[config.mk]
export PLATFORM = sky130hd
export DESIGN_NAME = vram_arbiter
export DESIGN_NICKNAME = d
export VERILOG_FILES = /design/src/rtl/vram_arbiter.sv
export SDC_FILE = /design/constraint.sdc
export NUM_CORES = 1
export LEC_CHECK = 0
export BUFFER_PORTS_ARGS = -buffer_cell sky130_fd_sc_hd__buf_2
export CORE_UTILIZATION = 35
export CTS_CLUSTER_DIAMETER = 150
export DETAILED_ROUTE_END_ITERATION = 6
export SYNTH_ARGS = -nofsm -noshare
export SYNTH_HDL_FRONTEND = slang
export SYNTH_SLANG_ARGS = --single-unit
[constraint.sdc]
create_clock -name clk14 -period 2.63 [get_ports clk14]
set_input_delay 0.263 -clock clk14 [delete_from_list [all_inputs] [get_ports clk14]]
set_output_delay 0.263 -clock clk14 [all_outputs]
set_load 0.01 [all_outputs]
[src/rtl/vram_arbiter.sv]
// ============================================================================
// vram_arbiter: slot sequencer sharing the 16K VRAM between ULA video and Z80
// Rev 1.0
// ============================================================================
`default_nettype none

module vram_arbiter #(
  parameter int ACC_CYCLES  = 2,
  parameter int MAX_VID_RUN = 4
) (
  input  logic        clk14,
  input  logic        rst,
  input  logic        vid_req,
  input  logic [13:0] vid_addr,
  output logic [7:0]  vid_data,
  output logic        vid_valid,
  output logic        vid_overrun,
  input  logic        cpu_req,
  input  logic        cpu_we,
  input  logic [13:0] cpu_addr,
  input  logic [7:0]  cpu_din,
  output logic [7:0]  cpu_dout,
  output logic        cpu_ack,
  output logic        cpu_wait,
  output logic [13:0] sram_a,
  output logic [7:0]  sram_dout,
  input  logic [7:0]  sram_din,
  output logic        sram_we_n,
  output logic        sram_oe_n
);

  typedef enum logic [1:0] {IDLE = 2'd0, VID = 2'd1, CPU_RD = 2'd2, WB = 2'd3} state_t;

  localparam logic [2:0] SLOT_LAST = 3'(ACC_CYCLES - 1);
  localparam logic [2:0] WE_LAST   = 3'(ACC_CYCLES - 2);
  localparam logic [3:0] RUN_MAX   = 4'(MAX_VID_RUN);

  state_t      state, state_nxt, grant;
  logic [2:0]  slot_cnt;
  logic [3:0]  run_cnt;
  logic        vid_pend;
  logic [13:0] vid_addr_q;
  logic        wbuf_full;
  logic [13:0] wbuf_addr;
  logic [7:0]  wbuf_data;

  logic        slot_last, decide, wb_done, wbuf_busy;
  logic        vid_elig, wb_elig, rd_elig, cpu_elig, wr_cap;
  logic [13:0] vid_sel_addr;

  assign slot_last = (state != IDLE) && (slot_cnt == SLOT_LAST);
  assign decide    = (state == IDLE) || slot_last;
  assign wb_done   = (state == WB) && slot_last;
  // A buffer draining on this cycle counts as empty: clear wins over set.
  assign wbuf_busy = wbuf_full && !wb_done;

  assign vid_elig  = vid_pend || vid_req;
  assign wb_elig   = wbuf_busy;
  assign rd_elig   = cpu_req && !cpu_we && !wbuf_busy && (state != CPU_RD) && !cpu_ack;
  assign cpu_elig  = wb_elig || rd_elig;
  assign wr_cap    = cpu_req && cpu_we && !wbuf_busy && !cpu_ack;
  assign cpu_wait  = cpu_req && !cpu_ack && !wr_cap;

  assign vid_sel_addr = vid_req ? vid_addr : vid_addr_q;

  always_comb begin
    grant     = IDLE;
    state_nxt = state;
    if (cpu_elig && (run_cnt >= RUN_MAX)) grant = wb_elig ? WB : CPU_RD;
    else if (vid_elig)                    grant = VID;
    else if (wb_elig)                     grant = WB;
    else if (rd_elig)                     grant = CPU_RD;
    if (decide) state_nxt = grant;
  end

  always_ff @(posedge clk14) begin
    if (rst) state <= IDLE;
    else     state <= state_nxt;
  end

  always_ff @(posedge clk14) begin
    if (rst) begin
      slot_cnt    <= 3'd0;
      run_cnt     <= 4'd0;
      vid_pend    <= 1'b0;
      vid_addr_q  <= 14'd0;
      vid_overrun <= 1'b0;
      wbuf_full   <= 1'b0;
      wbuf_addr   <= 14'd0;
      wbuf_data   <= 8'd0;
      vid_valid   <= 1'b0;
      vid_data    <= 8'd0;
      cpu_ack     <= 1'b0;
      cpu_dout    <= 8'd0;
      sram_a      <= 14'd0;
      sram_dout   <= 8'd0;
      sram_we_n   <= 1'b1;
      sram_oe_n   <= 1'b1;
    end else begin
      slot_cnt  <= decide ? 3'd0 : slot_cnt + 3'd1;
      vid_valid <= 1'b0;
      cpu_ack   <= wr_cap;

      if (slot_last && (state == VID)) begin
        vid_valid <= 1'b1;
        vid_data  <= sram_din;
      end
      if (slot_last && (state == CPU_RD)) begin
        cpu_ack  <= 1'b1;
        cpu_dout <= sram_din;
      end

      // A second request before the first reached its slot replaces it.
      if (vid_req && vid_pend) vid_overrun <= 1'b1;
      if (decide && (grant == VID)) begin
        vid_pend <= 1'b0;
      end else if (vid_req) begin
        vid_pend   <= 1'b1;
        vid_addr_q <= vid_addr;
      end

      if (wb_done) wbuf_full <= 1'b0;
      if (wr_cap) begin
        wbuf_full <= 1'b1;
        wbuf_addr <= cpu_addr;
        wbuf_data <= cpu_din;
      end

      if (!cpu_elig) begin
        run_cnt <= 4'd0;
      end else if (decide) begin
        if (grant == VID) run_cnt <= run_cnt + 4'd1;
        else              run_cnt <= 4'd0;
      end

      if (decide) begin
        sram_we_n <= 1'b1;
        sram_oe_n <= 1'b1;
        case (grant)
          VID: begin
            sram_a    <= vid_sel_addr;
            sram_oe_n <= 1'b0;
          end
          CPU_RD: begin
            sram_a    <= cpu_addr;
            sram_oe_n <= 1'b0;
          end
          WB: begin
            sram_a    <= wbuf_addr;
            sram_dout <= wbuf_data;
            sram_we_n <= 1'b0;
          end
          default: ;
        endcase
      end else if ((state == WB) && (slot_cnt == WE_LAST)) begin
        // Release write enable one cycle early so data/address hold past it.
        sram_we_n <= 1'b1;
      end
    end
  end

endmodule

`default_nettype wire

* Word-level counts from Yosys, hierarchy flattened *
Index checks and enable logic that the tools add are counted.
W data, S select, Z words.

cells by class
  magnitude comparators = 1
  bitwise logic cells = 1
  reductions and logical operators = 38
  equality and inequality tests = 8
  multiplexer cells = 16
  add/subtract/negate cells = 2

operator list
  kind                   count
  $pmux W14 S3           1
  $logic_and A1 B1 Y1    18
  $mux W14               1
  $mux W1                9
  $eq A2 B2 Y1 const B   4
  $mux W2                4
  $reduce_or A2 Y1       4
  $reduce_bool A2 Y1     3
  $logic_not A1 Y1       5
  $add A4 B1 Y4 const B  1
  $eq A2 B1 Y1 const B   2
  $ge A4 B3 Y1 const B   1
  $mux W4                1
  $reduce_and A2 Y1      2
  $add A3 B1 Y3 const B  1
  $eq A3 B1 Y1 const B   1
  $logic_not A3 Y1       1
  $logic_or A1 B1 Y1     3
  $reduce_bool A3 Y1     1
  $logic_not A2 Y1       1
  $ne A2 B2 Y1 const B   1
  $not A1 Y1             1

storage, ports and cells
  input port bits = 49
  word-level logic and storage cells = 83
  output and inout port bits = 44
  register bits = 90

* Logic depth before layout (Yosys ltp) *
  word-level depth = 16
  depth in mapped cells = 12
  mapped depth without buffers = 11

* Worst setup path before layout *
No wires, ideal clock.

  kind = reg-to-reg
  from = register state[1]
  to = register sram_a[3]
  slack = 262 ps
  period minus slack after synthesis = 2,368 ps
  library setup time = 78 ps
  data required time = 2,552 ps
  path buffers = 2
  cell stages (with the launch flop) = 12
  arrival time = 2,290 ps
  cell sequence = dfxtp_1 > buf_6 > nor2b_4 > or4_4 > a21boi_2 > inv_1 > ha_1 > or2_1 > clkbuf_1 > o21ai_0 > nor2_1 > nor3_1

between the ends
  elaborated cells between the ends (all ways) = 26
  classes of those cells = 5 x eq/ne; 6 x mux; 15 x reduce/logical

RTL lines
  what                                          line  source
  from (decl)                                   38    state_t state, state_nxt, grant;
  from (signal assigned)                        78    else state <= state_nxt;
  $reduce_bool A2 Y1                            51    assign slot_last = (state != IDLE) && (slot_cnt == SLOT_LAST);
  $logic_and A1 B1 Y1                           51
  $logic_and A1 B1 Y1                           53    assign wb_done = (state == WB) && slot_last;
  $logic_not A1 Y1                              55    assign wbuf_busy = wbuf_full && !wb_done;
  $logic_and A1 B1 Y1                           55
  $logic_not A1 Y1                              59    assign rd_elig = cpu_req && !cpu_we && !wbuf_busy && (state != CPU_RD) && !cpu_ack;
  $logic_and A1 B1 Y1 (3 in series)             59
  $logic_or A1 B1 Y1                            60    assign cpu_elig = wb_elig || rd_elig;
  $logic_and A1 B1 Y1                           69    if (cpu_elig && (run_cnt >= RUN_MAX)) grant = wb_elig ? WB : CPU_RD;
  $mux W2 *                                     69
  via grant[0]                                  38
  $eq A2 B1 Y1 or $eq A2 B2 Y1 (tied branches)  139   case (grant)
  $reduce_bool A3 Y1 (no line)                  --
  $reduce_and A2 Y1 (no line)                   --
  to (signal assigned)                          141   sram_a <= vid_sel_addr;
  to (signal assigned)                          145   sram_a <= cpu_addr;
  to (signal assigned)                          149   sram_a <= wbuf_addr;
  to (decl)                                     25    output logic [13:0] sram_a,

Mark *: on every way through the listed nets, which the timed path passes. The rest lies on a longest branch.
A chain may end at the register's enable or synchronous reset.

* Worst setup path in the final report *
  from = register cpu_ack
  to = register sram_a[6]

between the ends
  elaborated cells between the ends (all ways) = 14
  classes of those cells = 3 x eq/ne; 5 x mux; 6 x reduce/logical

RTL lines
  what                                          line  source
  from (decl)                                   23    output logic cpu_ack,
  from (signal assigned)                        102   cpu_ack <= wr_cap;
  $logic_not A1 Y1 *                            59
  $logic_and A1 B1 Y1 *                         59
  $logic_or A1 B1 Y1 *                          60
  $logic_and A1 B1 Y1 *                         69
  $mux W2 *                                     69
  via grant[0]                                  38
  $eq A2 B1 Y1 or $eq A2 B2 Y1 (tied branches)  139
  $reduce_bool A3 Y1 (no line)                  --
  $reduce_and A2 Y1 (no line)                   --

Marks and branches as above.

==> impl_metrics.toml <==
[placement]
numPortBuffers = 92
postPlaceCellArea_mm2 = 0.00437
place.gp.congestion = 0.777
dp_hpwl_um = 6500

[yosys]
synth.distinct_cells = 43
syn_avg_cell_area_um2 = 8.86
synth_area_leaders = "dfxtp_1 (48%), mux2i_1 (9.5%), nor2_1 (7.1%), nand2_1 (5.0%), a21oi_1 (3.8%)"
netlist_area_mm2 = 0.00379
seq_area_frac_synth_pct = 47.5
yosys.area_share.simple_pct = 20.2
synth_top_family_by_area = "simple AND/OR/NAND/NOR gates"
synth_top_area_cell = "dfxtp_1"
synth_compound_area_share_pct = 14.8
synth_ff_type = "dfxtp_1"
synthXorXnorAreaFrac_pct = 0.231
yosysMostFrequentCell = "dfxtp_1"
muxShareOfSynthArea_pct = 9.80
synthAdderAreaFrac_pct = 2.64
syn_nets = 485
synthTopCellsByCount = "dfxtp_1 (90), nor2_1 (72), nand2_1 (51)"
async_reset_ff_share_pct = 0
syn-instance-count = 428
synth_edf_count = 0
yosysWarnings = 0
synth_top_area_share_pct = 47.5
ys_ff_latch = 90

[final_layout]
fin_nets = 572
register_area_mm2 = 0.00180
drive_above_1_share_pct = 25.4
multi_input_comb_area_mm2 = 0.00182
area_delta_synth_final_pct = 21.0
n_antenna_cell = 0
fill_cells = 1045
utilization_pct = 44.0
final_design_area_no_fill_mm2 = 0.00459

[route]
drt_wl_total_um = 9120
ant_nets = 0
wire_per_inst_um = 13.9
drt_iter0_drc = 127
routed_via_density = 4.91
drc = 0
dr.pass1.iters = 4
num_vias = 3221

[floorplanning]
core_area_mm2 = 0.0104
rows = 37
die_h_um = 106
start_util_pct = 36.4
fp.dieArea_mm2 = 0.0113
top_level_ports = 93
die_w_um = 106

[cts]
clock-sinks = 90
clkTransAtPathRegs_ps = 100
numCtsBuffers = 9
cts_root_buffer = "clkbuf_8"
htreeDepth = 3
cts_tree = "done"
clk_path_buf_depth = 2
clock_latency_ps = 370

[setup_path]
cp_slowest_cell = "or4_4"
path_cells = "nand2b_1 -> or4_4 -> a21boi_4 -> inv_1 -> ha_1 -> buf_4 -> a22oi_1 -> o21ai_0 -> nor2_1 -> nor3_1"
start_kind = "flip-flop"
end_kind = "flip-flop"
crit_arrival_ps = 2670
startpoint = "cpu_ack$_SDFF_PP0_"
r2r_start = "cpu_ack$_SDFF_PP0_"
cp.required_ps = 2860
r2r_setup_slack_ps = 190
critical_path.max_fanout = 14
cpPeakStageDelay_ps = 530
crit_type = "reg2reg"

[pwr]
cellPowerDensity_mw_per_mm2 = 679
leakage_nw = 1.94
vdd_drop_max_v = 0.000311
finalPower_mw = 3.12

[sta]
fmax_mhz = 410
finalHoldViolCount = 0
rsz0062_at_grt = "false"
finalSetupTns_ps = 0
skew_ps = 16.4
min_period_over_period_pct = 92.7
worstMarginPinSlew_ps = 789
max_slew_margin_pct = 47.4
slew_viol_final = 0
finalSetupViolCount = 0
period_minus_slack_ps = 2440

[run_status]
status = "completed"

[global_routing]
grt_pass1_wl_um = 15000
grt_max_degree = 41
grt_overflow = 0
antenna_found_initial = 1
gr-usage-all-layers_pct = 16.9
grt_pass1_vias = 3080

[min_path]
hp-class = "in2reg"
hold_start = "sram_din[7]"

[run]
maxCapViolCount = 0
## path summary, 6_finish.rpt
| kind | to | cells past startpoint |
|---|---|---|
| max reg2reg | sram_a[6]$_SDFFE_PP0P_ | 10 |
| min | cpu_dout[7]$_SDFFE_PP0P_ | 3 |
| max | sram_a[6]$_SDFFE_PP0P_ | 10 |
| min reg2reg | sram_dout[2]$_SDFFE_PP0P_ | 2 |
## layout make-up
class / count / share of cell area (%)
Tap cell: 136 / 3.71
Inverter: 5 / 0.409
Timing Repair Buffer: 104 / 12.5
Clock buffer: 10 / 2.78
Multi-Input combinational cell: 305 / 39.7
Sequential cell: 90 / 39.3
Clock inverter: 6 / 1.58
## where the power goes
group / switching [mW] / leakage [nW] / internal, mW
registers: 0.0628 / 0.736 / 1.48
clock network: 0.521 / 0.0975 / 0.450
logic: 0.359 / 1.10 / 0.248
total: 0.942 / 1.94 / 2.17
## what timing repair did
item                       CTS  global route
hold buffers                 0             0
setup endpoints to repair    0            22
setup buffers                0             0
hold endpoints to repair     0             0
resized for setup            0             4
## per-layer routing
layer	track usage [%]	up-vias	wire length, µm
li1	-	1642	-
met1	21.3	1489	4150
met2	27.7	76	4360
met3	5.21	12	486
met4	4.86	2	108
met5	0	-	16
## per-stage QoR
step / setup WS [ps] / std cells / hold WS, ps
after floorplan: 262 / 428 / 399
final: 191 / 656 / 138
after global routing: 27.9 / 656 / 129
after CTS: 106 / 656 / 118
after global placement: 208 / 640 / 438
after detailed placement: 122 / 640 / 450
## cell usage in the layout (no fill, tap or decap), types with 3 or more instances in the layout
cell type,count
nand3b_1,3
a211oi_1,13
nand3_1,11
nor2_1,72
buf_2,92
buf_4,10
inv_1,5
a22oi_1,14
nand2_1,51
o21ai_0,18
mux2i_1,36
a21oi_1,29
clkbuf_8,9
ha_1,8
dfxtp_1,90
nor3_1,16
## critical path: cells and delay by family (launching register included)
kind            cells  cell delay, ps
compound gates      3             590
simple gates        4             880
fa+ha+maj           1             230
flops               1             330
buf+inv             2             280
## cell families after synthesis
group | after synthesis
AO/OA/AOI/OAI | 88
AND/OR/NAND/NOR | 171
multiplexers | 37
adder cells (fa/ha/maj) | 8
flip-flops | 90
XOR/XNOR | 1
buffers and inverters | 33
## flip-flops by register name (all words and copies together) (netlist names), 4 cells and up
signal	cells
run_cnt	4
sram_a	14
wbuf_addr	14
vid_data	8
sram_dout	8
wbuf_data	8
cpu_dout	8
vid_addr_q	14
No activity file was read; power rests on OpenSTA's default activity.
